==> config.mk <==
export PLATFORM = sky130hd
export DESIGN_NAME = conv_frame_sequencer
export DESIGN_NICKNAME = d
export VERILOG_FILES = /design/src/rtl/conv_frame_sequencer.sv
export SDC_FILE = /design/constraint.sdc
export NUM_CORES = 1
export LEC_CHECK = 0
export CORE_ASPECT_RATIO = 1.4
export CORE_MARGIN = 8
export CORE_UTILIZATION = 35
export CTS_CLUSTER_SIZE = 20
export DETAILED_ROUTE_END_ITERATION = 8
export PLACE_DENSITY = 0.64
export SKIP_LAST_GASP = 1
export SLEW_MARGIN = 20
export SYNTH_ARGS = -nofsm -noshare
export SYNTH_HDL_FRONTEND = slang
export SYNTH_SLANG_ARGS = --single-unit
==> constraint.sdc <==
create_clock -name clk -period 8 [get_ports clk]
set_clock_uncertainty 0.1 [all_clocks]
set_input_delay 1.6 -clock clk [delete_from_list [all_inputs] [get_ports clk]]
set_output_delay 1.6 -clock clk [all_outputs]
set_load 0.005 [all_outputs]
==> src/rtl/conv_frame_sequencer.sv <==
// Frame controller for the 8-tap circular convolution engine: loads x/h serially,
// holds them stable for the engine, then streams the 2N results out one per handshake.
module conv_frame_sequencer #(
  parameter int unsigned N           = 8,
  parameter int unsigned DW          = 4,
  parameter int unsigned CALC_CYCLES = 1
) (
  input  logic              clk,
  input  logic              rst,
  input  logic              abort,
  input  logic              in_valid,
  output logic              in_ready,
  input  logic [DW-1:0]     in_data,
  output logic [N*DW-1:0]   x_bus,
  output logic [N*DW-1:0]   h_bus,
  input  logic [2*N*DW-1:0] y_bus,
  output logic              out_valid,
  input  logic              out_ready,
  output logic [DW-1:0]     out_data,
  output logic [3:0]        out_index,
  output logic              out_last,
  output logic              busy,
  output logic              frame_done
);

  localparam int unsigned CW = 5;
  localparam int unsigned IW = 4;
  localparam int unsigned XW = N * DW;
  localparam int unsigned YW = 2 * N * DW;
  localparam logic [CW-1:0] LAST_IN     = CW'(2 * N - 1);
  localparam logic [CW-1:0] LAST_SETTLE = CW'(CALC_CYCLES - 1);
  localparam logic [IW-1:0] LAST_OUT    = IW'(2 * N - 1);

  typedef enum logic [1:0] {LOAD, SETTLE, DRAIN} state_t;

  state_t          state, state_n;
  logic [CW-1:0]   cnt, cnt_n;
  logic [XW-1:0]   x_n, h_n;
  logic [YW-1:0]   res_q, res_n;
  logic            ov_n, ol_n, busy_n, fd_n;
  logic [DW-1:0]   od_n;
  logic [IW-1:0]   oi_n, idx_inc;

  // Input acceptance is a pure state decode so upstream never sees a valid->ready path.
  assign in_ready = (state == LOAD);
  assign idx_inc  = out_index + IW'(1);

  always_ff @(posedge clk) begin
    if (rst) begin
      state      <= LOAD;
      cnt        <= '0;
      x_bus      <= '0;
      h_bus      <= '0;
      res_q      <= '0;
      out_valid  <= 1'b0;
      out_data   <= '0;
      out_index  <= '0;
      out_last   <= 1'b0;
      busy       <= 1'b0;
      frame_done <= 1'b0;
    end else begin
      state      <= state_n;
      cnt        <= cnt_n;
      x_bus      <= x_n;
      h_bus      <= h_n;
      res_q      <= res_n;
      out_valid  <= ov_n;
      out_data   <= od_n;
      out_index  <= oi_n;
      out_last   <= ol_n;
      busy       <= busy_n;
      frame_done <= fd_n;
    end
  end

  always_comb begin
    state_n = state;
    cnt_n   = cnt;
    x_n     = x_bus;
    h_n     = h_bus;
    res_n   = res_q;
    ov_n    = out_valid;
    od_n    = out_data;
    oi_n    = out_index;
    ol_n    = out_last;
    fd_n    = 1'b0;

    unique case (state)
      LOAD: begin
        if (in_valid) begin
          for (int unsigned i = 0; i < N; i++) begin
            if (cnt == CW'(i))     x_n[i*DW +: DW] = in_data;
            if (cnt == CW'(N + i)) h_n[i*DW +: DW] = in_data;
          end
          if (cnt == LAST_IN) begin
            state_n = SETTLE;
            cnt_n   = '0;
          end else begin
            cnt_n = cnt + CW'(1);
          end
        end
      end
      // cnt doubles as the settle timer; CALC_CYCLES must fit in CW bits.
      SETTLE: begin
        if (cnt == LAST_SETTLE) begin
          res_n   = y_bus;
          ov_n    = 1'b1;
          od_n    = y_bus[DW-1:0];
          oi_n    = '0;
          ol_n    = 1'b0;
          cnt_n   = '0;
          state_n = DRAIN;
        end else begin
          cnt_n = cnt + CW'(1);
        end
      end
      DRAIN: begin
        if (out_ready) begin
          if (out_index == LAST_OUT) begin
            ov_n    = 1'b0;
            ol_n    = 1'b0;
            oi_n    = '0;
            fd_n    = 1'b1;
            state_n = LOAD;
          end else begin
            oi_n = idx_inc;
            ol_n = (idx_inc == LAST_OUT);
            for (int unsigned k = 0; k < 2 * N; k++) begin
              if (idx_inc == IW'(k)) od_n = res_q[k*DW +: DW];
            end
          end
        end
      end
      default: state_n = LOAD;
    endcase

    // Discard overrides everything, including a sample or capture on this edge.
    if (abort) begin
      state_n = LOAD;
      cnt_n   = '0;
      x_n     = x_bus;
      h_n     = h_bus;
      res_n   = res_q;
      ov_n    = 1'b0;
      ol_n    = 1'b0;
      oi_n    = '0;
      fd_n    = 1'b0;
    end

    busy_n = (state_n != LOAD);
  end

endmodule

======== Yosys cells after proc, flatten, opt, wreduce, memory -nomap -nowiden ========
Index checks and enable logic that the tools add are counted.
word-level totals
  logic and storage cells ................. 142
  output and inout port bits .............. 77
  flip-flop bits (word level) ............. 147
operators by class
  muxes and demuxes ....................... 44
  add/sub/neg operators ................... 2
  reduce and logical (&&, ||, !) cells .... 29
  equality and inequality tests ........... 39
  bitwise logic cells ..................... 3
operators with widths
  kind                                                                   count
  4-bit two-way mux                                                      22
  4-bit AND reduction                                                    17
  5-bit by 4-bit equality test with 1-bit output, second input constant  8
  4-bit equality test, second input constant                             9
  5-bit by 3-bit equality test with 1-bit output, second input constant  4
  17-bit != test, second input constant                                  1
  4-bit by 3-bit equality test with 1-bit output, second input constant  4
  4-bit case mux with 2 select lines                                     2
  5-bit two-way mux                                                      3
  2-bit two-way mux                                                      6
  5-bit by 2-bit equality test with 1-bit output, second input constant  2
  2-bit != test, second input constant                                   5
  5-bit case mux with 2 select lines                                     1
  4-bit by 2-bit equality test with 1-bit output, second input constant  2
  1-bit two-way mux                                                      7
  2-bit case mux with 3 select lines                                     1
  3-bit AND reduction                                                    2
  2-bit nonzero test                                                     3
  5-bit by 1-bit adder with 5-bit output, second input constant          1
  5-bit by 1-bit equality test with 1-bit output, second input constant  1
  5-bit logical NOT                                                      1
  5-bit AND reduction                                                    1
  4-bit by 1-bit adder with 4-bit output, second input constant          1
  4-bit by 1-bit equality test with 1-bit output, second input constant  1
  other kinds (9)                                                        12

======== Longest topological paths before layout ========
Gate-level depths: netlist of the first run.
  depth after elaboration ................. 21
  gate-level depth with buffers ........... 13

======== Worst setup path before layout of the first run ========
OpenSTA, ideal clock, no wires.
  path type ............................... input -> register
  start point ............................. in rst
  end point ............................... reg cnt[1]
  setup time .............................. 0.064 ns
  required time ........................... 7.836 ns
  arrival ................................. 2.645 ns
  path buffers ............................ 2
  stages on the path ...................... 5
  path slack .............................. 5.190 ns
  cell sequence ........................... clkbuf_1 or2_2 clkbuf_1 or2_2 nor2_1
between the ends
  longest elaborated chain between the ends .. 1
ends and longest elaborated chain
  what                          line  RTL
  start: declaration            9     input logic rst,
  2-bit OR reduction (no line)  n/a
  end signal: assignment        63    cnt <= cnt_n;
  end: declaration              37    logic [CW-1:0] cnt, cnt_n;
Every way passes these cells.
A chain may end at the register's enable or synchronous reset.

======== Final worst setup path of the first run ========
  start point ............................. reg out_index[0]
  end point ............................... out out_index[0]
RTL lines
  what                      line  RTL
  start: declaration        20    output logic [3:0] out_index,
  start signal: assignment  69    out_index <= oi_n;
No word-level cell between the ends.

==> results.json, run 1 <==
{
  "max-cap-violations": 0,
  "vias": 6463,
  "ioPinCount": 150,
  "initial_core_util_pct": 35.4,
  "post_cts_buffers": 0,
  "max_freq_ghz": 0.279,
  "cp.buffers_inverters": 1,
  "track_usage_pct": 17.3,
  "fin_cells": 1241,
  "layout_worst_path_cycle_share_pct": 44.7,
  "cts_buffers": 17,
  "p_leak_nw": 3.42,
  "crit_chain": "clkdlybuf4s50_1",
  "clkLatencyLatePin_ps": 430,
  "peakVddDrop_mv": 0.151,
  "clock_path_buffers": 2,
  "yosys_most_used_dff": "dfxtp_1",
  "drive_gt1_share_pct": 6.57,
  "first_pass_iters": 5,
  "antenna_found_initial": 1,
  "critPathMaxStageDelay_ps": 790,
  "end_kind": "output pin",
  "async_flop_share_pct": 0,
  "path_delay_family": "flip-flops",
  "powerDensity_nw_per_um2": 182,
  "min_path_cells": 2,
  "synth.area.top_cells": "dfxtp_1 42%, mux2i_1 9.5%, nand2_1 8.6%",
  "die_h_um": 183,
  "tightestPinTransition_ps": 822,
  "ys_types": 75,
  "vias_per_cell": 5.21,
  "status": "complete, no violations",
  "routed_wl_mm": 21.7,
  "yosys_warnings": 0,
  "ctsResizeCount": 0,
  "dp.cells": 1209,
  "cts_sinks": 147,
  "wl_per_cell_um": 17.5,
  "cts.clk_slew.worst_paths_ps": 60,
  "coreArea_um2": 19700,
  "netlist_area_um2": 6970,
  "synth.avg_cell_area_um2": 8.09,
  "io_buffers": 149,
  "synth_top_area_share_pct": 42.2,
  "critPathMaxFanout": 20,
  "syn_to_final_growth_pct": 32.2,
  "setup_violations": 0,
  "r2r_setup_slack_ps": 4670,
  "min_path_type": "flop to flop",
  "rows": 61,
  "postCtsHoldBufs": 0,
  "die_area_um2": 24700,
  "dpl.hpwl_mm": 15.4,
  "syn_nets": 944,
  "grt_max_degree": 82,
  "rsz0062_at_grt": "false",
  "drtIter0Drc": 480,
  "grt_pass1_vias": 6400,
  "antenna_left": 0,
  "synth_top_cell_by_area": "dfxtp_1",
  "cts-root-buf": "clkbuf_16",
  "cp_num_cells": 1,
  "tns_ps": 0,
  "seq_area_frac_synth_pct": 42.2,
  "crit_type": "flop to output pin",
  "maxSlewHeadroom_pct": 45.2,
  "crit_path_start_kind": "flop",
  "synth-seq-cells": 147,
  "finalCriticalPeriod_ps": 3580,
  "grt-ovfl-total": 0,
  "die_w_um": 135,
  "cts_tree": "built",
  "p_total_w": 0.00168,
  "r2r_cells": 9,
  "critPathRequiredTime_ps": 6300,
  "drcViolationCount": 0,
  "critPathSlowestCell": "dfxtp_1",
  "place_congestion": 0.899,
  "grt_pass1_wl_mm": 34.4,
  "worstPathArrival_ps": 1880,
  "fin_nets": 1059,
  "diodes": 0,
  "synth-edff-count": 0,
  "finalHoldViolations": 0,
  "ctsHtreeMaxLevel": 4,
  "slew_viol_final": 0,
  "syn_inst": 861
}
[where the power goes]
group	switching (W)	total (W)	internal, W
Sequential	0.00000161	0.000735	0.000734
Clock	0.000334	0.000868	0.000534
Combinational	0.0000320	0.0000725	0.0000405
[sequential cells by signal, summed over array words and instances (netlist names)]
register	flops
res_q	64
h_bus	32
x_bus	32
cnt	5
out_data	4
out_index	4
state	2
busy	1
frame_done	1
out_last	1
out_valid	1
[cell usage after synthesis (3+ instances only)]
cell,n
o211ai_1,8
nor2b_1,7
o31ai_1,3
dfxtp_1,147
and3_1,4
nand2b_1,6
ha_1,10
or2_2,5
nand4_1,3
nand3b_1,3
clkbuf_1,27
buf_1,3
a21oi_1,90
a31oi_1,4
o22ai_1,5
a41oi_1,3
inv_1,15
or3_1,6
o21ai_0,21
mux2i_1,66
a21o_1,3
nor2_1,105
nor3_1,14
a211oi_1,7
nor3b_1,6
nand3_1,30
buf_2,31
o32ai_1,6
nand2_1,160
[final timing paths]
check | from | end
worst max-delay path | out_index[0]$_SDFFE_PP0P_ | out_index[0]
worst max register to register | out_index[0]$_SDFFE_PP0P_ | out_data[3]$_SDFFE_PP0P_
worst min register to register | res_q[26]$_SDFFE_PP0P_ | res_q[26]$_SDFFE_PP0P_
worst min-delay path | res_q[26]$_SDFFE_PP0P_ | res_q[26]$_SDFFE_PP0P_
[per-stage QoR]
stage | area, µm² | utilization [%] | worst slack [ps] | hold WS [ps]
after global routing | 9210 | 46.8 | 4350 | 379
after CTS | 9200 | 46.7 | 4390 | 361
after floorplan | 6970 | - | 5190 | 331
final | 9210 | 46.8 | 4420 | 360
after global placement | 8560 | 43.5 | 4210 | 346
after detailed placement | 8560 | 43.5 | 4190 | 351
[per-layer routing]
layer	share of wire (%)	GRT usage, %	up-vias
li1	-	-	3214
met5	0.060	0	-
met1	41	19.5	2992
met2	48	28.9	214
met3	9.2	7.42	41
met4	2.2	5.53	2
[cell type report]
class	count	area, µm²
well taps	252	315
repair buffers	158	1560
flip-flops and latches	147	2940
multi-input cells	635	3690
fillers	1949	10500
clock buffers	18	439
clock inverters	14	199
inverters	17	63.8
[logic make-up after synthesis]
logic type | after synthesis | share of synthesized area, %
AO/OA/AOI/OAI | 188 | 17.6
adder cells (fa/ha/maj) | 10 | 1.80
flip-flops | 147 | 42.2
AND/OR/NAND/NOR | 368 | 23.6
buffers and inverters | 79 | 4.92
multiplexers | 66 | 9.48
XOR/XNOR | 3 | 0.377
[layout by cell type, fill, tap and decap left out, drive strengths merged, types with 6 or more instances in the layout]
cell | netlist | final
clkdlybuf4s50 | 0 | 148
nand2 | 160 | 160
clkbuf | 27 | 18
o211ai | 9 | 9
dfxtp | 147 | 147
nor2 | 106 | 106
buf | 35 | 10
o21ai | 22 | 22
nor3b | 7 | 7
nand3 | 30 | 30
nand2b | 6 | 6
or2 | 7 | 7
ha | 10 | 10
a21oi | 90 | 90
or3 | 6 | 6
o32ai | 6 | 6
nor3 | 14 | 14
a211oi | 7 | 7
mux2i | 66 | 66
nor2b | 7 | 7
inv | 17 | 21
Note: power is estimated with default switching activity, not from simulation.
==> inputs of run 2 (changes only) <==
--- a/config.mk
+++ b/config.mk
@@ -10,7 +10,7 @@
 export CORE_UTILIZATION = 35
 export CTS_CLUSTER_SIZE = 20
 export DETAILED_ROUTE_END_ITERATION = 8
-export PLACE_DENSITY = 0.64
+export PLACE_DENSITY = 0.66
 export SKIP_LAST_GASP = 1
 export SLEW_MARGIN = 20
 export SYNTH_ARGS = -nofsm -noshare
==> constraint.sdc (replaced) <==
create_clock -name clk -period 3 [get_ports clk]
set_clock_uncertainty 0.1 [all_clocks]
set_input_delay 0.6 -clock clk [delete_from_list [all_inputs] [get_ports clk]]
set_output_delay 0.6 -clock clk [all_outputs]
set_load 0.005 [all_outputs]
==> run 2 against run 1 <==
Via count rose by 3.7%. Sequential share of layout area is 0.61 points lower. Combinational power rose to 2.7 times the previous value. Setup slack worse by 4000 ps. Register-to-register slack got worse by 4300 ps. Critical path depth grew 8. Clock power rose to 2.6 times the previous value. Total power rose to 2.7 times the previous value. Sequential power rose to 2.7 times the previous value. Sequential cell count is the same. Critical endpoint is now out_data[3]$_SDFFE_PP0P_. Largest cell class unchanged.
==> results.json, run 2 (synthesized netlist as in run 1, its figures left out) <==
{
  "io_buffers": 149,
  "max_freq_ghz": 0.381,
  "clkPwrFrac_pct": 51.4,
  "dpl.hpwl_mm": 16.9,
  "seqPwrFrac_pct": 44.1,
  "swShare_pct": 21.8,
  "peakVddDrop_mv": 0.377,
  "cts_tree": "built",
  "ioPinCount": 150,
  "tightestPinTransition_ps": 742,
  "cts.clk_slew.worst_paths_ps": 70,
  "track_usage_pct": 18.8,
  "first_pass_iters": 5,
  "tns_ps": 0,
  "postCtsHoldBufs": 0,
  "top_register": "res_q",
  "slew_viol_final": 0,
  "finalHoldViolations": 0,
  "final_common_cell": "nand2_1",
  "vias": 6703,
  "diodes": 0,
  "powerDensity_nw_per_um2": 473,
  "cts_buffers": 17,
  "fin_nets": 1082,
  "largestRegisters": "res_q (64), h_bus (32), x_bus (32)",
  "hold_slack_ps": 354,
  "syn_to_final_growth_pct": 34.7,
  "cts_sinks": 147,
  "crit_type": "flop to flop",
  "initial_core_util_pct": 35.4,
  "grt_pass1_vias": 6645,
  "end_kind": "flop",
  "critPathRequiredTime_ps": 3240,
  "die_h_um": 183,
  "wl_per_cell_um": 18.4,
  "largest_reg_flops": 64,
  "max-cap-violations": 0,
  "grt_max_degree": 68,
  "setup_violations": 0,
  "clkLatencyLatePin_ps": 430,
  "p_sw_w": 0.000967,
  "rsz0062_at_grt": "false",
  "vias_per_cell": 5.31,
  "layout_common_cells": "160 x nand2_1, 148 x clkdlybuf4s50_1, 147 x dfxtp_1",
  "use_met2_pct": 32.4,
  "ctsResizeCount": 0,
  "clock_path_buffers": 2,
  "pwr-share-comb_pct": 4.5,
  "grt_use_met1_pct": 20.1,
  "rows": 61,
  "grt-ovfl-total": 0,
  "antenna_found_initial": 1,
  "preCtsSetupSlack_ps": 262,
  "drtIter0Drc": 544,
  "num-fill-cells": 1924,
  "grt_most_used_layer": "met2",
  "p_leak_nw": 3.53,
  "antenna_left": 0,
  "setup_ws_ps": 375,
  "cts-root-buf": "clkbuf_16",
  "ctsHtreeMaxLevel": 4,
  "drcViolationCount": 0,
  "die_area_um2": 24700,
  "die_w_um": 135,
  "place_congestion": 0.931,
  "critPathMaxFanout": 22,
  "finalCriticalPeriod_ps": 2620,
  "crit_path_start_kind": "flop",
  "met3_usage_pct": 7.04,
  "min_path_type": "flop to flop",
  "grt_pass1_wl_mm": 36.7,
  "post_cts_buffers": 0,
  "drive_gt1_share_pct": 8.61,
  "p_int_w": 0.00347,
  "layout_worst_path_cycle_share_pct": 87.5,
  "coreArea_um2": 19700,
  "maxSlewHeadroom_pct": 50.4,
  "status": "complete, no violations",
  "worstPathArrival_ps": 2870,
  "routed_wl_mm": 23.2
}
==> run 2: cell type report <==
class / count / area (µm²) / share of cell area, %
Clock buffer: 18 / 439 / 4.68
Clock inverter: 13 / 184 / 1.96
Inverter: 17 / 63.8 / 0.680
Multi-Input combinational cell: 635 / 3690 / 39.3
Sequential cell: 147 / 2940 / 31.4
Tap cell: 252 / 315 / 3.36
Timing Repair Buffer: 181 / 1750 / 18.7
==> run 2: critical path: stages, from the launching register on <==
cell       delay (ps)
dfxtp_1           350
inv_1              90
ha_1              400
buf_12            220
buf_4             170
or3_1             120
o21ai_0            70
a2111oi_0         500
o311ai_1          210
o32ai_1           290
==> run 2: final timing paths <==
check | startpoint | endpoint | slack [ps] | cells after the start
max | out_index[0]$_SDFFE_PP0P_ | out_data[3]$_SDFFE_PP0P_ | 380 | 9
min | res_q[63]$_SDFFE_PP0P_ | res_q[63]$_SDFFE_PP0P_ | 350 | 2
max reg2reg | out_index[0]$_SDFFE_PP0P_ | out_data[3]$_SDFFE_PP0P_ | 380 | 9
min reg2reg | res_q[63]$_SDFFE_PP0P_ | res_q[63]$_SDFFE_PP0P_ | 350 | 2
==> run 2: metrics by stage <==
step                std cells  util, %  power, W  area (µm²)
CTS                      1263     47.7   0.00448        9390
floorplan                 861        -   0.00207        6970
global route             1263     47.7   0.00457        9390
global placement         1232     44.5   0.00220        8760
detailed placement       1232     44.5   0.00220        8760
finish                   1263     47.7   0.00444        9390
==> run 2: per-layer routing <==
layer / vias up / wire length (µm)
met5: - / 15
met4: 2 / 597
met3: 43 / 1920
met2: 244 / 11700
met1: 3149 / 9020
li1: 3265 / -
==> run 2: power groups by stage <==
stage | Combinational [W] | Clock, W | Sequential, W
after global placement | 0.000199 | 0 | 0.00200
after floorplan | 0.0000661 | 0 | 0.00200
after global routing | 0.000215 | 0.00240 | 0.00196
final | 0.000199 | 0.00228 | 0.00196
after detailed placement | 0.000199 | 0 | 0.00200
after CTS | 0.000201 | 0.00232 | 0.00196
